===== src/rtl/decode_stage_hs_if.sv =====
// Fetch->decode->execute handshake bundle: instruction word in, decoded control word out.
// The slave modport is the decoder's view and the master modport is the surrounding pipeline's view.
interface decode_stage_hs_if #(
  parameter int ADDR_W = 32,
  parameter int REG_W  = 4
);
  logic              in_valid;
  logic              in_ready;
  logic [31:0]       instr;
  logic [3:0]        flag;
  logic              out_valid;
  logic              out_ready;
  logic [1:0]        out_op;
  logic [3:0]        out_bits;
  logic [REG_W-1:0]  out_base;
  logic [REG_W-1:0]  out_data_reg;
  logic [11:0]       out_imm_mem;
  logic [ADDR_W-1:0] out_imm_br;
  logic              out_jmp_en;
  logic              out_flag_en;
  logic              out_write_data;
  logic              out_mem_rd;
  logic              out_mem_wr;
  logic              out_cond_fail;

  modport master (
    output in_valid, instr, flag, out_ready,
    input  in_ready, out_valid, out_op, out_bits, out_base, out_data_reg,
           out_imm_mem, out_imm_br, out_jmp_en, out_flag_en, out_write_data,
           out_mem_rd, out_mem_wr, out_cond_fail
  );

  modport slave (
    input  in_valid, instr, flag, out_ready,
    output in_ready, out_valid, out_op, out_bits, out_base, out_data_reg,
           out_imm_mem, out_imm_br, out_jmp_en, out_flag_en, out_write_data,
           out_mem_rd, out_mem_wr, out_cond_fail
  );
endinterface


===== src/rtl/decode_stage_hs.sv =====
// Handshaked instruction decoder with an output register plus one skid entry for full throughput.
// Define DECODE_COND_EN to gate enables on instr[31:28] against {N,Z,C,V}; otherwise every word executes.
module decode_stage_hs #(
  parameter int ADDR_W  = 32,
  parameter int REG_W   = 4,
  parameter int COUNT_W = 16
) (
  input  logic               clk,
  input  logic               rst,
  input  logic               flush,
  decode_stage_hs_if.slave   bus,
  output logic [COUNT_W-1:0] dec_count
);

  typedef struct packed {
    logic [1:0]        op;
    logic [3:0]        bits;
    logic [REG_W-1:0]  base;
    logic [REG_W-1:0]  data_reg;
    logic [11:0]       imm_mem;
    logic [ADDR_W-1:0] imm_br;
    logic              jmp_en;
    logic              flag_en;
    logic              write_data;
    logic              mem_rd;
    logic              mem_wr;
    logic              cond_fail;
  } dec_t;

  dec_t dec, out_q, skid_q;
  logic out_valid, skid_valid;
  logic accept, drain, pass;

`ifdef DECODE_COND_EN
  function automatic logic cond_pass(input logic [3:0] c, input logic [3:0] f);
    logic n, z, cy, v;
    {n, z, cy, v} = f;
    case (c)
      4'h0:    return z;
      4'h1:    return ~z;
      4'h2:    return cy;
      4'h3:    return ~cy;
      4'h4:    return n;
      4'h5:    return ~n;
      4'h6:    return v;
      4'h7:    return ~v;
      4'h8:    return cy & ~z;
      4'h9:    return ~cy | z;
      4'hA:    return n == v;
      4'hB:    return n != v;
      4'hC:    return ~z & (n == v);
      4'hD:    return z | (n != v);
      4'hE:    return 1'b1;
      default: return 1'b0;
    endcase
  endfunction

  assign pass = cond_pass(bus.instr[31:28], bus.flag);
`else
  logic unused_cond;
  assign unused_cond = ^{bus.instr[31:28], bus.flag};
  assign pass        = 1'b1;
`endif

  // Decode always works on the word presented this cycle; fields stay decoded even when the condition fails.
  always_comb begin
    dec    = '0;
    dec.op = bus.instr[27:26];
    if (dec.op != 2'd3) begin
      dec.bits      = bus.instr[24:21];
      dec.cond_fail = ~pass;
    end
    case (dec.op)
      2'd0: begin
        dec.base       = bus.instr[16 +: REG_W];
        dec.data_reg   = bus.instr[12 +: REG_W];
        dec.flag_en    = bus.instr[20] & pass;
        dec.write_data = (bus.instr[24:21] != 4'd10) & pass;
      end
      2'd1: begin
        dec.base     = bus.instr[16 +: REG_W];
        dec.data_reg = bus.instr[12 +: REG_W];
        dec.imm_mem  = bus.instr[25] ? bus.instr[11:0] : 12'd0;
        dec.mem_rd   = bus.instr[20] & pass;
        dec.mem_wr   = ~bus.instr[20] & pass;
      end
      2'd2: begin
        dec.imm_br = ADDR_W'($signed({bus.instr[23:0], 2'b00}));
        dec.jmp_en = pass;
      end
      default: ;
    endcase
  end

  assign bus.in_ready = ~skid_valid & ~rst;
  assign accept       = bus.in_valid & bus.in_ready;
  assign drain        = ~out_valid | bus.out_ready;

  always_ff @(posedge clk) begin
    if (rst) begin
      out_valid  <= 1'b0;
      skid_valid <= 1'b0;
      out_q      <= '0;
      skid_q     <= '0;
      dec_count  <= '0;
    end else if (flush) begin
      out_valid  <= 1'b0;
      skid_valid <= 1'b0;
    end else begin
      if (out_valid & bus.out_ready)
        dec_count <= dec_count + COUNT_W'(1);
      if (drain) begin
        // Skid holds the older word, so it always leaves first.
        if (skid_valid | accept)
          out_q <= skid_valid ? skid_q : dec;
        out_valid  <= skid_valid | accept;
        skid_valid <= skid_valid & accept;
        if (skid_valid & accept)
          skid_q <= dec;
      end else if (accept) begin
        skid_q     <= dec;
        skid_valid <= 1'b1;
      end
    end
  end

  assign bus.out_valid      = out_valid;
  assign bus.out_op         = out_q.op;
  assign bus.out_bits       = out_q.bits;
  assign bus.out_base       = out_q.base;
  assign bus.out_data_reg   = out_q.data_reg;
  assign bus.out_imm_mem    = out_q.imm_mem;
  assign bus.out_imm_br     = out_q.imm_br;
  assign bus.out_jmp_en     = out_q.jmp_en;
  assign bus.out_flag_en    = out_q.flag_en;
  assign bus.out_write_data = out_q.write_data;
  assign bus.out_mem_rd     = out_q.mem_rd;
  assign bus.out_mem_wr     = out_q.mem_wr;
  assign bus.out_cond_fail  = out_q.cond_fail;

endmodule


===== src/flat_wrapper.sv =====
// flat-port wrapper written by rule: the top's interface ports become plain ports
module decode_stage_hs_flat 
#(
  parameter int ADDR_W  = 32,
  parameter int REG_W   = 4,
  parameter int COUNT_W = 16
)
  (clk, rst, flush, dec_count, bus_in_valid, bus_instr, bus_flag, bus_out_ready, bus_in_ready, bus_out_valid, bus_out_op, bus_out_bits, bus_out_base, bus_out_data_reg, bus_out_imm_mem, bus_out_imm_br, bus_out_jmp_en, bus_out_flag_en, bus_out_write_data, bus_out_mem_rd, bus_out_mem_wr, bus_out_cond_fail);
  decode_stage_hs_if #(.ADDR_W(ADDR_W), .REG_W(REG_W)) bus_i ();
  input  logic clk;
  input  logic rst;
  input  logic flush;
  output logic [COUNT_W-1:0] dec_count;
  input wire logic [$bits(bus_i.in_valid)-1:0] bus_in_valid;
  input wire logic [$bits(bus_i.instr)-1:0] bus_instr;
  input wire logic [$bits(bus_i.flag)-1:0] bus_flag;
  input wire logic [$bits(bus_i.out_ready)-1:0] bus_out_ready;
  output wire logic [$bits(bus_i.in_ready)-1:0] bus_in_ready;
  output wire logic [$bits(bus_i.out_valid)-1:0] bus_out_valid;
  output wire logic [$bits(bus_i.out_op)-1:0] bus_out_op;
  output wire logic [$bits(bus_i.out_bits)-1:0] bus_out_bits;
  output wire logic [$bits(bus_i.out_base)-1:0] bus_out_base;
  output wire logic [$bits(bus_i.out_data_reg)-1:0] bus_out_data_reg;
  output wire logic [$bits(bus_i.out_imm_mem)-1:0] bus_out_imm_mem;
  output wire logic [$bits(bus_i.out_imm_br)-1:0] bus_out_imm_br;
  output wire logic [$bits(bus_i.out_jmp_en)-1:0] bus_out_jmp_en;
  output wire logic [$bits(bus_i.out_flag_en)-1:0] bus_out_flag_en;
  output wire logic [$bits(bus_i.out_write_data)-1:0] bus_out_write_data;
  output wire logic [$bits(bus_i.out_mem_rd)-1:0] bus_out_mem_rd;
  output wire logic [$bits(bus_i.out_mem_wr)-1:0] bus_out_mem_wr;
  output wire logic [$bits(bus_i.out_cond_fail)-1:0] bus_out_cond_fail;
  assign bus_i.in_valid = bus_in_valid;
  assign bus_i.instr = bus_instr;
  assign bus_i.flag = bus_flag;
  assign bus_i.out_ready = bus_out_ready;
  assign bus_in_ready = bus_i.in_ready;
  assign bus_out_valid = bus_i.out_valid;
  assign bus_out_op = bus_i.out_op;
  assign bus_out_bits = bus_i.out_bits;
  assign bus_out_base = bus_i.out_base;
  assign bus_out_data_reg = bus_i.out_data_reg;
  assign bus_out_imm_mem = bus_i.out_imm_mem;
  assign bus_out_imm_br = bus_i.out_imm_br;
  assign bus_out_jmp_en = bus_i.out_jmp_en;
  assign bus_out_flag_en = bus_i.out_flag_en;
  assign bus_out_write_data = bus_i.out_write_data;
  assign bus_out_mem_rd = bus_i.out_mem_rd;
  assign bus_out_mem_wr = bus_i.out_mem_wr;
  assign bus_out_cond_fail = bus_i.out_cond_fail;
  decode_stage_hs #(.ADDR_W(ADDR_W), .REG_W(REG_W), .COUNT_W(COUNT_W)) u_core (.clk(clk), .rst(rst), .flush(flush), .bus(bus_i), .dec_count(dec_count));
endmodule

===== config.mk =====
export PLATFORM = sky130hd
export DESIGN_NAME = decode_stage_hs_flat
export DESIGN_NICKNAME = d
export VERILOG_FILES = /design/src/rtl/decode_stage_hs_if.sv /design/src/rtl/decode_stage_hs.sv /design/src/flat_wrapper.sv
export SDC_FILE = /design/constraint.sdc
export NUM_CORES = 1
export LEC_CHECK = 0
export CAP_MARGIN = 20
export CORE_MARGIN = 2
export CORE_UTILIZATION = 36
export DETAILED_ROUTE_END_ITERATION = 6
export GPL_ROUTABILITY_DRIVEN = 0
export PLACE_DENSITY = 0.58
export SLEW_MARGIN = 10
export SYNTH_ARGS = -nofsm -noshare
export SYNTH_HDL_FRONTEND = slang
export SYNTH_SLANG_ARGS = --single-unit

===== constraint.sdc =====
create_clock -name clk -period 2.47 [get_ports clk]
set_clock_uncertainty 0.2 [all_clocks]
set_input_delay 0.494 -clock clk [delete_from_list [all_inputs] [get_ports clk]]
set_output_delay 0.494 -clock clk [all_outputs]
set_load 0.005 [all_outputs]

==> impl_metrics.ini, run 1 <==
[floorplan]
core_sq_um = 14500
rows = 44
chipWidth_um = 126
die_h_um = 126
boundaryPins = 123
initial_core_util = 0.368
dieArea_sq_um = 15800

[synth]
synth_flop_cell = dfxtp_1
synthTopCellsByArea = dfxtp_1 48%, a21oi_1 6.0%, a211oi_1 5.5%, nand2_1 4.8%, nand3_1 4.8%
yosys.area.top_type_share = 0.479
avgSynthCellArea_sq_um = 8.17
seq_area_frac_synth = 0.479
synth_edf_count = 0
synthDistinctLibCells = 40
synth_area_leader_cell = dfxtp_1
async_reset_ff_frac = 0
synth-seq-cells = 128
syn_area_sq_um = 5350
ys_warn_count = 0
synth_most_common_cell = dfxtp_1
synthCells = 654
synth_commonest_cells = 128 x dfxtp_1, 69 x nand2_1, 66 x nor2_1, 64 x a21oi_1, 51 x nand3_1

[final_layout]
multi_input_comb_area_sq_um = 2480
register_area_sq_um = 2560
antennaDiodeCount = 0
drive_above_1_share = 0.0966
largest_reg_flops = 55
area_growth_pct = 38.4
top_register = u_core.skid_q
nFillCells = 1367
nNetsFinal = 797

[power_and_ir_drop]
p_leak_nw = 2.57
vdd_ir_drop_max_uv = 432
power_density_nw_per_um2 = 693
total_power_mw = 5.13

[critical_path]
worstSetupPathType = primary input to flip-flop
reg2regPathDepth = 5
cp_max_fo = 6
arrival_ns = 2.44
cp-start-kind = primary input
worstPathRequired_ns = 2.60
endpoint_kind = flip-flop

[timing]
layout_min_cycle_time_ns = 2.31
setup_viol = 0
rsz0062_at_grt = false
hold_viol = 0
setup_ws_ns = 0.164
fmax_ghz = 0.434
slew_viol_final = 0
worst_pin_slew_ns = 1.01
post-route-period-util = 0.934
slew_headroom = 0.324

[outcome]
status = complete, no violations

[clocking]
cts_resized = 0
worstSkewPairLatency_ns = 0.41
cts_buffers = 17
cts_max_level = 4
hold_buffers = 0
ctsLongestPathBuffers = 2
cts.sinks = 128
path_clk_slew_ns = 0.05
root_buffer = clkbuf_16
cts_setup_buffers = 0
tritoncts = built

[drt]
via_per_inst = 5.35
drt_wl_total_um = 15000
dr.pass1.iters = 5
ant_nets = 0
drc_errors = 0
wl_per_cell_um = 15.8
drt_iter0_drc = 366
num_vias = 5083

[global_routing]
grt_max_degree = 47
grt_overflow = 0
grt_pass1_wl_um = 25100
grt_antenna_before_repair = 0
track_usage = 0.195
grt_pass1_vias = 4972

[placed_design]
dp_slack_ns = -0.253
io_buffers = 111
hpwl_um = 9850

[min_path]
hold_path.class = flip-flop to flip-flop
hold_path_depth = 2

[run]
cap_viol_max_count = 0
-- worst max-delay path: stages --
cell	delay [ns]
clkdlybuf4s50_1	0.41
nand2b_1	0.21
nor3_1	0.79
a221oi_1	0.18
buf_4	0.18
nor3_1	0.17
-- worst paths after layout --
check	slack [ns]	to	start
worst min-delay path	0.25	u_core.skid_q[52]	u_core.skid_q[52]
worst max-delay path	0.16	u_core.bus.out_imm_mem[5]	bus_instr[27]
worst max register to register	0.39	u_core.dec_count[14]	u_core.dec_count[0]
worst min register to register	0.25	u_core.skid_q[52]	u_core.skid_q[52]
-- layout by cell type (no fill, tap or decap), types with 5 or more instances in the layout --
cell type	count
clkbuf_16	17
inv_1	6
a211oi_1	39
nand3_1	50
buf_12	9
dfxtp_1	127
nor2_1	66
a311oi_1	5
nor3b_1	11
a21oi_1	64
a221oi_1	12
buf_4	29
and3_1	22
or3_1	9
nand2_1	69
nand3b_1	9
nor3_1	48
clkdlybuf4s50_1	110
o21ai_0	9
-- per-stage QoR --
| step | TNS [ns] | util | instance area, sq um | hold WS [ns] | std cells |
|---|---|---|---|---|---|
| 5_1_grt | 0 | 0.509 | 7400 | 0.267 | 950 |
| 6_report | 0 | 0.509 | 7400 | 0.254 | 950 |
| 2_1_floorplan | 0 | - | 5350 | 0.232 | 656 |
| 4_1_cts | 0 | 0.509 | 7400 | 0.252 | 950 |
| 3_3_place_gp | -1.71 | 0.468 | 6800 | 0.238 | 920 |
| 3_5_place_dp | -2.75 | 0.468 | 6800 | 0.245 | 920 |
-- cell type report --
| cell class | count | share of cell area |
|---|---|---|
| clock buffers | 24 | 0.0665 |
| clock inverters | 6 | 0.0142 |
| inverters | 6 | 0.00304 |
| multi-input cells | 454 | 0.336 |
| flip-flops and latches | 128 | 0.347 |
| well taps | 184 | 0.0311 |
| repair buffers | 148 | 0.203 |
-- logic make-up after synthesis --
logic type	share of synthesized area
AND/OR/NAND/NOR	0.283
buffers and inverters	0.0599
multiplexers	0.00562
flip-flops	0.479
adder cells (fa/ha/maj)	0.00234
other	0.000701
AO/OA/AOI/OAI	0.159
XOR/XNOR	0.00983
-- layer usage --
metal  track usage  part of all wire  wire length (um)
met5             0                 0                 0
met4        0.0724             0.017               260
met3        0.0455             0.047               708
met2         0.316              0.48              7250
met1         0.254              0.45              6800
-- where the power goes --
group | switching [mW] | leakage, nW | internal [mW]
logic | 0.211 | 1.24 | 0.235
clock network | 0.859 | 0.296 | 1.68
registers | 0.0307 | 1.04 | 2.12
total | 1.10 | 2.57 | 4.03
No activity file was read; power rests on OpenSTA's default activity.
==> run 2, diff against run 1 <==
Settings changed: PLACE_DENSITY 0.58 to 0.6, SKIP_LAST_GASP set to 1.
Clock period 2.47 ns to 2.1 ns, I/O delays scaled along.
==> run 2 against run 1 <==
Compared with the run above:
- clock power rose by 8%
- largest cell class unchanged
- core utilization fell by 0.069 points
- highest routed layer unchanged
- total power rose by 13%
- critical endpoint is now u_core.dec_count[11]
==> impl_metrics.ini, run 2 (synthesized netlist as in run 1, its figures left out) <==
[clocking]
ctsLongestPathBuffers = 2
cts_buffers = 17
worstSkewPairLatency_ns = 0.41
root_buffer = clkbuf_16
cts_max_level = 4
path_clk_slew_ns = 0.05
hold_buffers = 0
cts.sinks = 128
tritoncts = built
cts_setup_buffers = 0

[power_and_ir_drop]
sequentialPowerShare = 0.436
power.switching_mw = 1.28
total_power_mw = 5.79
vdd_ir_drop_max_uv = 533
p_sw_frac = 0.221
p_leak_nw = 2.57
combPwrFrac = 0.091
power_density_nw_per_um2 = 784
p_clk_frac = 0.473
p_int_mw = 4.51

[floorplan]
rows = 44
die_h_um = 126
initial_core_util = 0.368
chipWidth_um = 126
boundaryPins = 123
core_sq_um = 14500
dieArea_sq_um = 15800

[placed_design]
io_buffers = 111
placed_area_sq_um = 6810
hpwl_um = 9560
dp_slack_ns = -0.409

[global_routing]
grt_pass1_wl_um = 24100
grt_overflow = 0
grt_antenna_before_repair = 0
track_usage = 0.185
grt_pass1_vias = 4922
grt_max_degree = 69

[drt]
drc_errors = 0
wl_per_cell_um = 15.1
via_per_inst = 5.31
drt_wl_total_um = 14400
ant_nets = 0
drt_iter0_drc = 369
dr.pass1.iters = 5
num_vias = 5068

[timing]
hold_viol = 0
setup_ws_ns = 0.0497
slew_headroom = 0.512
post-route-period-util = 0.976
slew_viol_final = 0
fmax_ghz = 0.488
worst_pin_slew_ns = 0.732
layout_min_cycle_time_ns = 2.05
setup_viol = 0
timing.setup.tns_ns = 0
whs_ns = 0.251

[run]
cap_viol_max_count = 0

[critical_path]
crit_slowest_cell = clkdlybuf4s50_1
cp-start-kind = primary input
crit_chain = clkdlybuf4s50_1, nand4b_4, or4_4, or3_1, a21oi_1
endpoint_kind = flip-flop
arrival_ns = 2.18
cpPeakStageDelay_ns = 0.55
worstSetupPathType = primary input to flip-flop
cp_max_fo = 8
worstPathRequired_ns = 2.23

[final_layout]
top_register = u_core.skid_q
final_common_cell = dfxtp_1
design_area_sq_um = 7390
mostFrequentLayoutCells = 125 x dfxtp_1, 109 x clkdlybuf4s50_1, 69 x nand2_1, 65 x nor2_1, 64 x a21oi_1
area_growth_pct = 38.2
drive_above_1_share = 0.108
largest_reg_flops = 55
antennaDiodeCount = 0
nNetsFinal = 800

[outcome]
status = complete, no violations

[min_path]
hold_path.class = flip-flop to flip-flop
-- run 2: area by class of cell --
type                       count  area [sq um]
tap                          184           230
inverter                       6          22.5
sequential                   128          2570
fill                        1385          7150
timing repair buffer         151          1510
clock buffer                  26           499
clock inverter                 6          55.1
multi-input combinational    454          2510
-- run 2: worst paths after layout --
| kind | startpoint | to | slack [ns] | depth (start not counted) |
|---|---|---|---|---|
| worst max-delay path | bus_out_ready | u_core.dec_count[11] | 0.05 | 5 |
| worst min-delay path | u_core.skid_q[4] | u_core.skid_q[4] | 0.25 | 2 |
| worst max register to register | u_core.dec_count[0] | u_core.dec_count[10] | 0.11 | 5 |
| worst min register to register | u_core.skid_q[4] | u_core.skid_q[4] | 0.25 | 2 |
-- run 2: through the flow --
stage | cells | utilization
after floorplan | 656 | -
after global placement | 923 | 0.469
after detailed placement | 923 | 0.469
after CTS | 955 | 0.507
after global routing | 955 | 0.508
final | 955 | 0.508
-- run 2: layer usage --
metal | up-vias | share of wire | global-route usage
li1 | 2519 | - | -
met4 | 0 | 0.016 | 0.0646
met3 | 18 | 0.051 | 0.0506
met5 | - | 0 | 0
met2 | 150 | 0.48 | 0.298
met1 | 2381 | 0.45 | 0.241
-- run 2: critical path, delay by kind of cell --
| family | cells | cell delay [ns] |
|---|---|---|
| AND/OR/NAND/NOR | 3 | 1.04 |
| buffers and inverters | 1 | 0.55 |
| AO/OA/AOI/OAI | 1 | 0.17 |
-- run 2: what timing repair did --
item | CTS | global route
resized for setup | 3 | 6
endpoints found under the setup margin | 1 | 14
endpoints found under the hold margin | 0 | 0
-- run 2: power groups by stage --
stage	Combinational (mW)	Clock (mW)	Sequential, mW
after floorplan	0.221	0	2.57
after CTS	0.528	2.80	2.53
final	0.524	2.74	2.53
after detailed placement	0.526	0	2.58
after global placement	0.523	0	2.58
after global routing	0.574	2.92	2.53
